### src/rtl/plru_ctrl.sv
// 4-way tree-PLRU controller: read-modify-write of one set's 3 tree bits per
// request (touch = mark hit way MRU, alloc = pick LRU victim and mark it MRU).
module plru_ctrl #(
    parameter int s_index = 4,
    parameter int width   = 3
) (
    input  logic               clk,
    input  logic               rst,
    input  logic               req_valid,
    output logic               req_ready,
    input  logic               req_op,
    input  logic [s_index-1:0] req_set,
    input  logic [1:0]         req_way,
    output logic               resp_valid,
    output logic [1:0]         resp_way,
    output logic               arr_csb,
    output logic               arr_web,
    output logic [s_index-1:0] arr_addr,
    output logic [width-1:0]   arr_din,
    input  logic [width-1:0]   arr_dout
);

    typedef enum logic [1:0] {
        IDLE  = 2'd0,
        READ  = 2'd1,
        WRITE = 2'd2
    } state_t;

    state_t             state_q, state_d;
    logic               op_q, op_d;
    logic [s_index-1:0] set_q, set_d;
    logic [1:0]         way_q, way_d;
    logic [width-1:0]   tree_q, tree_d;
    logic [1:0]         way_eff_q, way_eff_d;

    // bit0 = root, bit1 = pair 0/1, bit2 = pair 2/3; a 0 points at the lower way.
    function automatic logic [1:0] victim(input logic [width-1:0] t);
        if (!t[0]) victim = t[1] ? 2'd1 : 2'd0;
        else       victim = t[2] ? 2'd3 : 2'd2;
    endfunction

    function automatic logic [width-1:0] update(input logic [width-1:0] t,
                                                input logic [1:0]       w);
        update = t;
        unique case (w)
            2'd0: begin update[0] = 1'b1; update[1] = 1'b1; end
            2'd1: begin update[0] = 1'b1; update[1] = 1'b0; end
            2'd2: begin update[0] = 1'b0; update[2] = 1'b1; end
            2'd3: begin update[0] = 1'b0; update[2] = 1'b0; end
            default: update = t;
        endcase
    endfunction

    // NOTE: sequential state uses non-blocking assignments so every flop
    // samples the pre-edge value of every other flop.
    always_ff @(posedge clk or posedge rst) begin
        if (rst) begin
            state_q   <= IDLE;
            op_q      <= 1'b0;
            set_q     <= '0;
            way_q     <= 2'd0;
            tree_q    <= '0;
            way_eff_q <= 2'd0;
        end else begin
            state_q   <= state_d;
            op_q      <= op_d;
            set_q     <= set_d;
            way_q     <= way_d;
            tree_q    <= tree_d;
            way_eff_q <= way_eff_d;
        end
    end

    always_comb begin
        state_d = state_q;
        unique case (state_q)
            IDLE:    if (req_valid) state_d = READ;
            READ:    state_d = WRITE;
            WRITE:   state_d = IDLE;
            default: state_d = IDLE;
        endcase
    end

    // NOTE: every variable gets a default before the case so no latch is inferred.
    always_comb begin
        op_d      = op_q;
        set_d     = set_q;
        way_d     = way_q;
        tree_d    = tree_q;
        way_eff_d = way_eff_q;
        unique case (state_q)
            IDLE: begin
                if (req_valid) begin
                    op_d  = req_op;
                    set_d = req_set;
                    way_d = req_way;
                end
            end
            READ: begin
                tree_d    = arr_dout;
                way_eff_d = op_q ? victim(arr_dout) : way_q;
            end
            default: ;
        endcase
    end

    // Outputs decode only from registered state, never from req_*.
    always_comb begin
        req_ready  = 1'b0;
        resp_valid = 1'b0;
        arr_csb    = 1'b1;
        arr_web    = 1'b1;
        arr_addr   = '0;
        arr_din    = '0;
        unique case (state_q)
            IDLE: req_ready = 1'b1;
            READ: begin
                arr_csb  = 1'b0;
                arr_addr = set_q;
            end
            WRITE: begin
                arr_csb    = 1'b0;
                arr_web    = 1'b0;
                arr_addr   = set_q;
                arr_din    = update(tree_q, way_eff_q);
                resp_valid = 1'b1;
            end
            default: ;
        endcase
    end

    assign resp_way = way_eff_q;

endmodule

### config.mk
export PLATFORM = sky130hd
export DESIGN_NAME = plru_ctrl
export DESIGN_NICKNAME = d
export VERILOG_FILES = /design/src/rtl/plru_ctrl.sv
export SDC_FILE = /design/constraint.sdc
export NUM_CORES = 1
export LEC_CHECK = 0
export ABC_AREA = 1
export ABC_CLOCK_PERIOD_IN_PS = 1600
export CORE_MARGIN = 5
export CORE_UTILIZATION = 25
export CTS_BUF_LIST = sky130_fd_sc_hd__clkbuf_4 sky130_fd_sc_hd__clkbuf_8
export DETAILED_ROUTE_END_ITERATION = 10
export MAX_ROUTING_LAYER = met4
export PLACE_DENSITY = 0.59
export SYNTH_ARGS = -nofsm -noshare
export SYNTH_HDL_FRONTEND = slang
export SYNTH_SLANG_ARGS = --single-unit
export TNS_END_PERCENT = 5
### constraint.sdc
create_clock -name clk -period 1.6 [get_ports clk]
set_clock_uncertainty 0.15 [all_clocks]
set_input_delay 0.16 -clock clk [delete_from_list [all_inputs] [get_ports clk]]
set_output_delay 0.16 -clock clk [all_outputs]
set_load 0.01 [all_outputs]
## Word level (Yosys, flattened, before mapping)

Cells that the tools add are included.

- Eq/ne operators: 6
- Reductions and logical operators: 6
- Multiplexer cells: 15

Operators by type and width:

| operator | number |
|---|---|
| 2-bit equality test (second input constant) | 3 |
| 1-bit 2-to-1 mux | 6 |
| 2-bit 2-to-1 mux | 3 |
| 1-bit case mux with 2 select lines | 3 |
| 2-bit OR reduction | 3 |
| 2-bit by 1-bit equality test with 1-bit output (second input constant) | 2 |
| 2-bit logical NOT | 2 |
| 4-bit 2-to-1 mux | 1 |
| 2-bit case mux with 2 select lines | 1 |
| 3-bit 2-to-1 mux | 1 |
| 2-bit != test (second input constant) | 1 |
| 2-bit AND reduction | 1 |

- Logic and storage cells: 33
- Bits of input ports: 13
- Register bits after elaboration: 14
- Output and inout bits: 13

## Longest topological paths before layout

- Depth in word-level cells: 4
- Gate-level depth with buffers: 6
- Depth with buffers taken out: 5

## Least setup slack after synthesis

OpenSTA, ideal clock, no wires.

- Path type: flip-flop to output port
- Start point: reg state_q[0]
- End point: out arr_din[1]
- Required time: 1,290 ps
- Stages on the path, launching flop included: 5
- Data arrival time: 1,040 ps
- Path slack: 250 ps
- Path buffers: 0
- Cells stage by stage: dfrtp_1 inv_1 ha_1 o21ai_0 a21oi_1

- Word-level cells in the longest chain between the ends: 2

Ends and longest elaborated chain:

| item | RTL line | source |
|---|---|---|
| start: declaration | 29 | `state_t state_q, state_d;` |
| start signal: assignment | 65 | `state_q <= state_d;` |
| 2-bit equality test | 115 | `unique case (state_q)` |
| 3-bit 2-to-1 mux | 115 |  |
| end: declaration | 19 | `output logic [width-1:0] arr_din,` |

Every way passes these cells.

## Final worst setup path

- Start point: reg state_q[0]
- End point: out arr_addr[3]

- Word-level cells in the longest chain between the ends: 3
- Elaborated cells between the ends (all ways): 4
- Classes of those cells: eq/ne: 2; mux: 1; reduce/logical: 1

Ends and longest elaborated chain:

| item | RTL line | source |
|---|---|---|
| 2-bit by 1-bit equality test with 1-bit output / 2-bit equality test (equally long branches) | 115 |  |
| 2-bit OR reduction (no line) (*) | - |  |
| 4-bit 2-to-1 mux (*) | 115 |  |
| end: declaration | 18 | `output logic [s_index-1:0] arr_addr,` |

Mark *: on every way between the ends. The rest lies on a longest branch, timed or not.

==> flow_summary_export.csv <==
group,metric,value,unit
cells_and_area,layoutNonFillerInstCount,150,
cells_and_area,num-nets-final,138,
synthesis,yosys-top-cells-area,"sky130_fd_sc_hd__dfrtp_1 (47%), sky130_fd_sc_hd__nand2_1 (12%), sky130_fd_sc_hd__ha_1 (9.0%)",
cts,clock_tree_from_tritoncts,"done",
synthesis,netlist.top_cell.by_area,"sky130_fd_sc_hd__dfrtp_1",
synthesis,synth_common_cells,"sky130_fd_sc_hd__nand2_1 (22), sky130_fd_sc_hd__inv_1 (15), sky130_fd_sc_hd__dfrtp_1 (13), sky130_fd_sc_hd__nand3_1 (7)",
sta,finalSetupViolCount,5,
floorplan,io-pin-count,26,
power_and_ir_drop,netSwitchingFraction,40.5,%
power_and_ir_drop,max-vdd-ir-drop,838,uV
job,cap_viol_max_count,0,
cts,clk_slew_on_worst_s_h_paths,0.08,ns
routing,num_vias,650,
power_and_ir_drop,pwr-share-seq,29.9,%
cells_and_area,num-fill-cells,295,
synthesis,syn_nets,102,
synthesis,synth.yosys.warnings,0,
floorplan,starting_density_of_the_core,25.8,%
cts,cts_max_path_buffers,2,
cells_and_area,insertedDiodeCount,0,
sta,min_period_over_period,102,%
sta,layout_setup_ws,-0.0370,ns
synthesis,yosysSeqAreaShare,46.6,%
synthesis,syn-instance-count,84,
floorplan,die_y,62.8,um
synthesis,summed_instance_area_of_the_synthesized_netlist,698,um2
cells_and_area,multi_input_comb_area,325,um2
sta,drv_slew,0,
power_and_ir_drop,clock_power_share,11.0,%
cts,worstSkewPairLatency,0.27,ns
routing,route.detailed.wl_per_inst,10.7,um
cells_and_area,area_growth,52.5,%
routing,dr.pass1.iters,3,
worst_hold_path,holdCritPathClass,"in -> async",
cts,clock-sinks,13,
sta,final_period_minus_worst_setup_slack,1.64,ns
routing,finalWirelength,1.60,mm
routing,drt_iter0_drc,2,
sta,final-hold-violation-count,0,
worst_setup_path,setup.worst_path.end_class,"output pin",
global_route,grt_max_degree,14,
sta,unrepaired_setup_endpoints_after_global_routing,"yes",
power_and_ir_drop,static-leakage-power,0.574,nW
synthesis,synth_enable_flop_cells,0,
floorplan,fp-row-count,19,
cells_and_area,final-seq-area,325,um2
sta,timing.max_slew.rel_slack,66.8,%
global_route,grt_first_pass_wirelength,2.84,mm
power_and_ir_drop,internal_power,1.19,mW
placed_design,post-place-cells,144,
power_and_ir_drop,power.switching,0.811,mW
cts,cts-root-buf,"sky130_fd_sc_hd__clkbuf_4",
global_route,antenna_found_initial,0,
run_status,failing_checks,"setup timing",
synthesis,synth.ff_latch_count,13,
cells_and_area,share_of_post_route_cells_with_drive_strength_above_1,31.1,%
worst_setup_path,setup.worst_path.start_class,"flop",
routing,vias_per_cell,4.33,
global_route,grt_residual_overflow,0,
cts,cts-buffers-inserted,3,
floorplan,dieWidth,62.8,um
worst_setup_path,timing_worst_setup_path_type,"reg -> out",
floorplan,floorplan.die_area,0.00395,mm2
worst_setup_path,cp_data_required_time,1.29,ns
cts,cts_hold_buffers,0,
synthesis,yosysTopAreaCellShare,46.6,%
sta,timing_worst_slew_pin_value,0.498,ns
worst_setup_path,cp.arrival,1.33,ns
sta,max_freq,0.611,GHz
run_status,run_status,"complete, but fails checks",
synthesis,synth.avg_cell_area,8.31,um2
cells_and_area,layout.cell_area.non_filler,0.00106,mm2
placed_design,place.gp.congestion,0.777,
synthesis,synthArstFlopShare,100,%
routing,drcViolationCount,0,
global_route,number_of_global_route_vias_before_repair,691,
power_and_ir_drop,p_comb_share,59.1,%
floorplan,core-area,0.00271,mm2
cts,cts_max_level,1,
global_route,globalRouteTotalUtil,9.13,%
placed_design,post_dp_cell_area,0.00101,mm2
synthesis,yosys_most_used_dff,"sky130_fd_sc_hd__dfrtp_1",
worst_setup_path,timing.critical_path.fanout_max,5,
placed_design,place_hpwl,1.26,mm
placed_design,port-buffer-count,25,
power_and_ir_drop,pwr_density_cell,1880,mW/mm2
synthesis,yosys.cell_types.count,15,
routing,drt.antenna.violating_nets,0,
synthesis,yosysMostFrequentCell,"sky130_fd_sc_hd__nand2_1",
[worst paths after layout]
path / start / to / slack, ns / cells past startpoint
setup / recovery: state_q[0]$_DFFE_PP0P_ / arr_addr[3] / -0.04 / 6
hold / removal: rst / set_q[2]$_DFFE_PP0P_ / 0.05 / 2
setup reg to reg: state_q[0]$_DFFE_PP0P_ / resp_way[0]$_DFFE_PP0N_ / 0.16 / 6
hold reg to reg: way_q[1]$_DFFE_PP0P_ / way_q[1]$_DFFE_PP0P_ / 0.32 / 2
max in group asynchronous: rst / set_q[0]$_DFFE_PP0P_ / 0.91 / 2
min in group clk: req_set[3] / set_q[3]$_DFFE_PP0P_ / 0.28 / 3
[repair_timing]
item | CTS | global route
buffers inserted | 1 | 1
gates resized for setup | 39 | 19
cloned | 0 | 0
setup endpoints to repair | 11 | 10
pin swaps | 1 | 5
[final cells by class]
cell class	instances	area share (%)
Sequential cell	13	30.6
Tap cell	31	3.64
Timing Repair Buffer	33	26.8
Inverter	16	5.64
Multi-Input combinational cell	53	30.6
Clock buffer	4	2.82
[registers in the layout (all words and copies together) (netlist names)]
signal / flops
set_q: 4
resp_way: 2
state_q: 2
tree_q: 2
way_q: 2
op_q: 1
[worst max-delay path, stage by stage, from the launching register on]
cell	delay (ns)
sky130_fd_sc_hd__dfrtp_1	0.37
sky130_fd_sc_hd__inv_2	0.07
sky130_fd_sc_hd__buf_6	0.12
sky130_fd_sc_hd__ha_4	0.29
sky130_fd_sc_hd__nand2_2	0.05
sky130_fd_sc_hd__inv_1	0.04
sky130_fd_sc_hd__buf_2	0.12
[cell families after synthesis]
group / after synthesis / share of synthesized area (%)
and+or+nand+nor: 35 / 22.6
buffers and inverters: 18 / 11.8
AOI/OAI and AO/OA: 13 / 10.0
DFF: 13 / 46.6
adders and majority gates: 5 / 8.96
[stage by stage]
stage | setup TNS (ns) | worst slack, ns | hold WS (ns) | utilization [%] | power (mW)
3_5_place_dp | -1.23 | -0.198 | 0.307 | 37.3 | 1.71
5_1_grt | -0.634 | -0.127 | 0.107 | 39.3 | 2.20
4_1_cts | -0.0999 | -0.0999 | 0.0777 | 38.2 | 1.90
3_3_place_gp | -0.861 | -0.161 | 0.301 | 37.3 | 1.68
6_report | -0.132 | -0.0370 | 0.0534 | 39.3 | 2.00
2_1_floorplan | 0 | 0.250 | -0.113 | - | 1.17
[per-layer routing]
layer	GRT usage (%)	up-vias	routed length (um)
met2	16.2	23	771
met3	3.06	4	112
met1	8.98	295	691
met5	-	-	0
met4	3.98	0	25
li1	-	328	-
[power by group through the flow]
stage / clock (mW) / combinational (mW) / sequential [mW]
detailed placement: 0 / 1.12 / 0.592
global placement: 0 / 1.09 / 0.589
floorplan: 0 / 0.584 / 0.583
global route: 0.245 / 1.34 / 0.622
finish: 0.220 / 1.18 / 0.597
CTS: 0.231 / 1.09 / 0.588
[cells in the final DEF, fill, tap and decap left out, types with 3 or more instances in the layout]
cell	n
sky130_fd_sc_hd__dfrtp_1	13
sky130_fd_sc_hd__ha_1	3
sky130_fd_sc_hd__nand3_1	7
sky130_fd_sc_hd__o21ai_1	4
sky130_fd_sc_hd__buf_4	7
sky130_fd_sc_hd__nand2_2	4
sky130_fd_sc_hd__buf_2	5
sky130_fd_sc_hd__clkbuf_4	4
sky130_fd_sc_hd__o21ai_0	3
sky130_fd_sc_hd__inv_2	5
sky130_fd_sc_hd__clkdlybuf4s50_1	13
sky130_fd_sc_hd__nand2_1	18
sky130_fd_sc_hd__a21oi_1	4
sky130_fd_sc_hd__nor2_1	3
sky130_fd_sc_hd__buf_6	4
sky130_fd_sc_hd__inv_1	11
(Power assumes the default switching activity.)
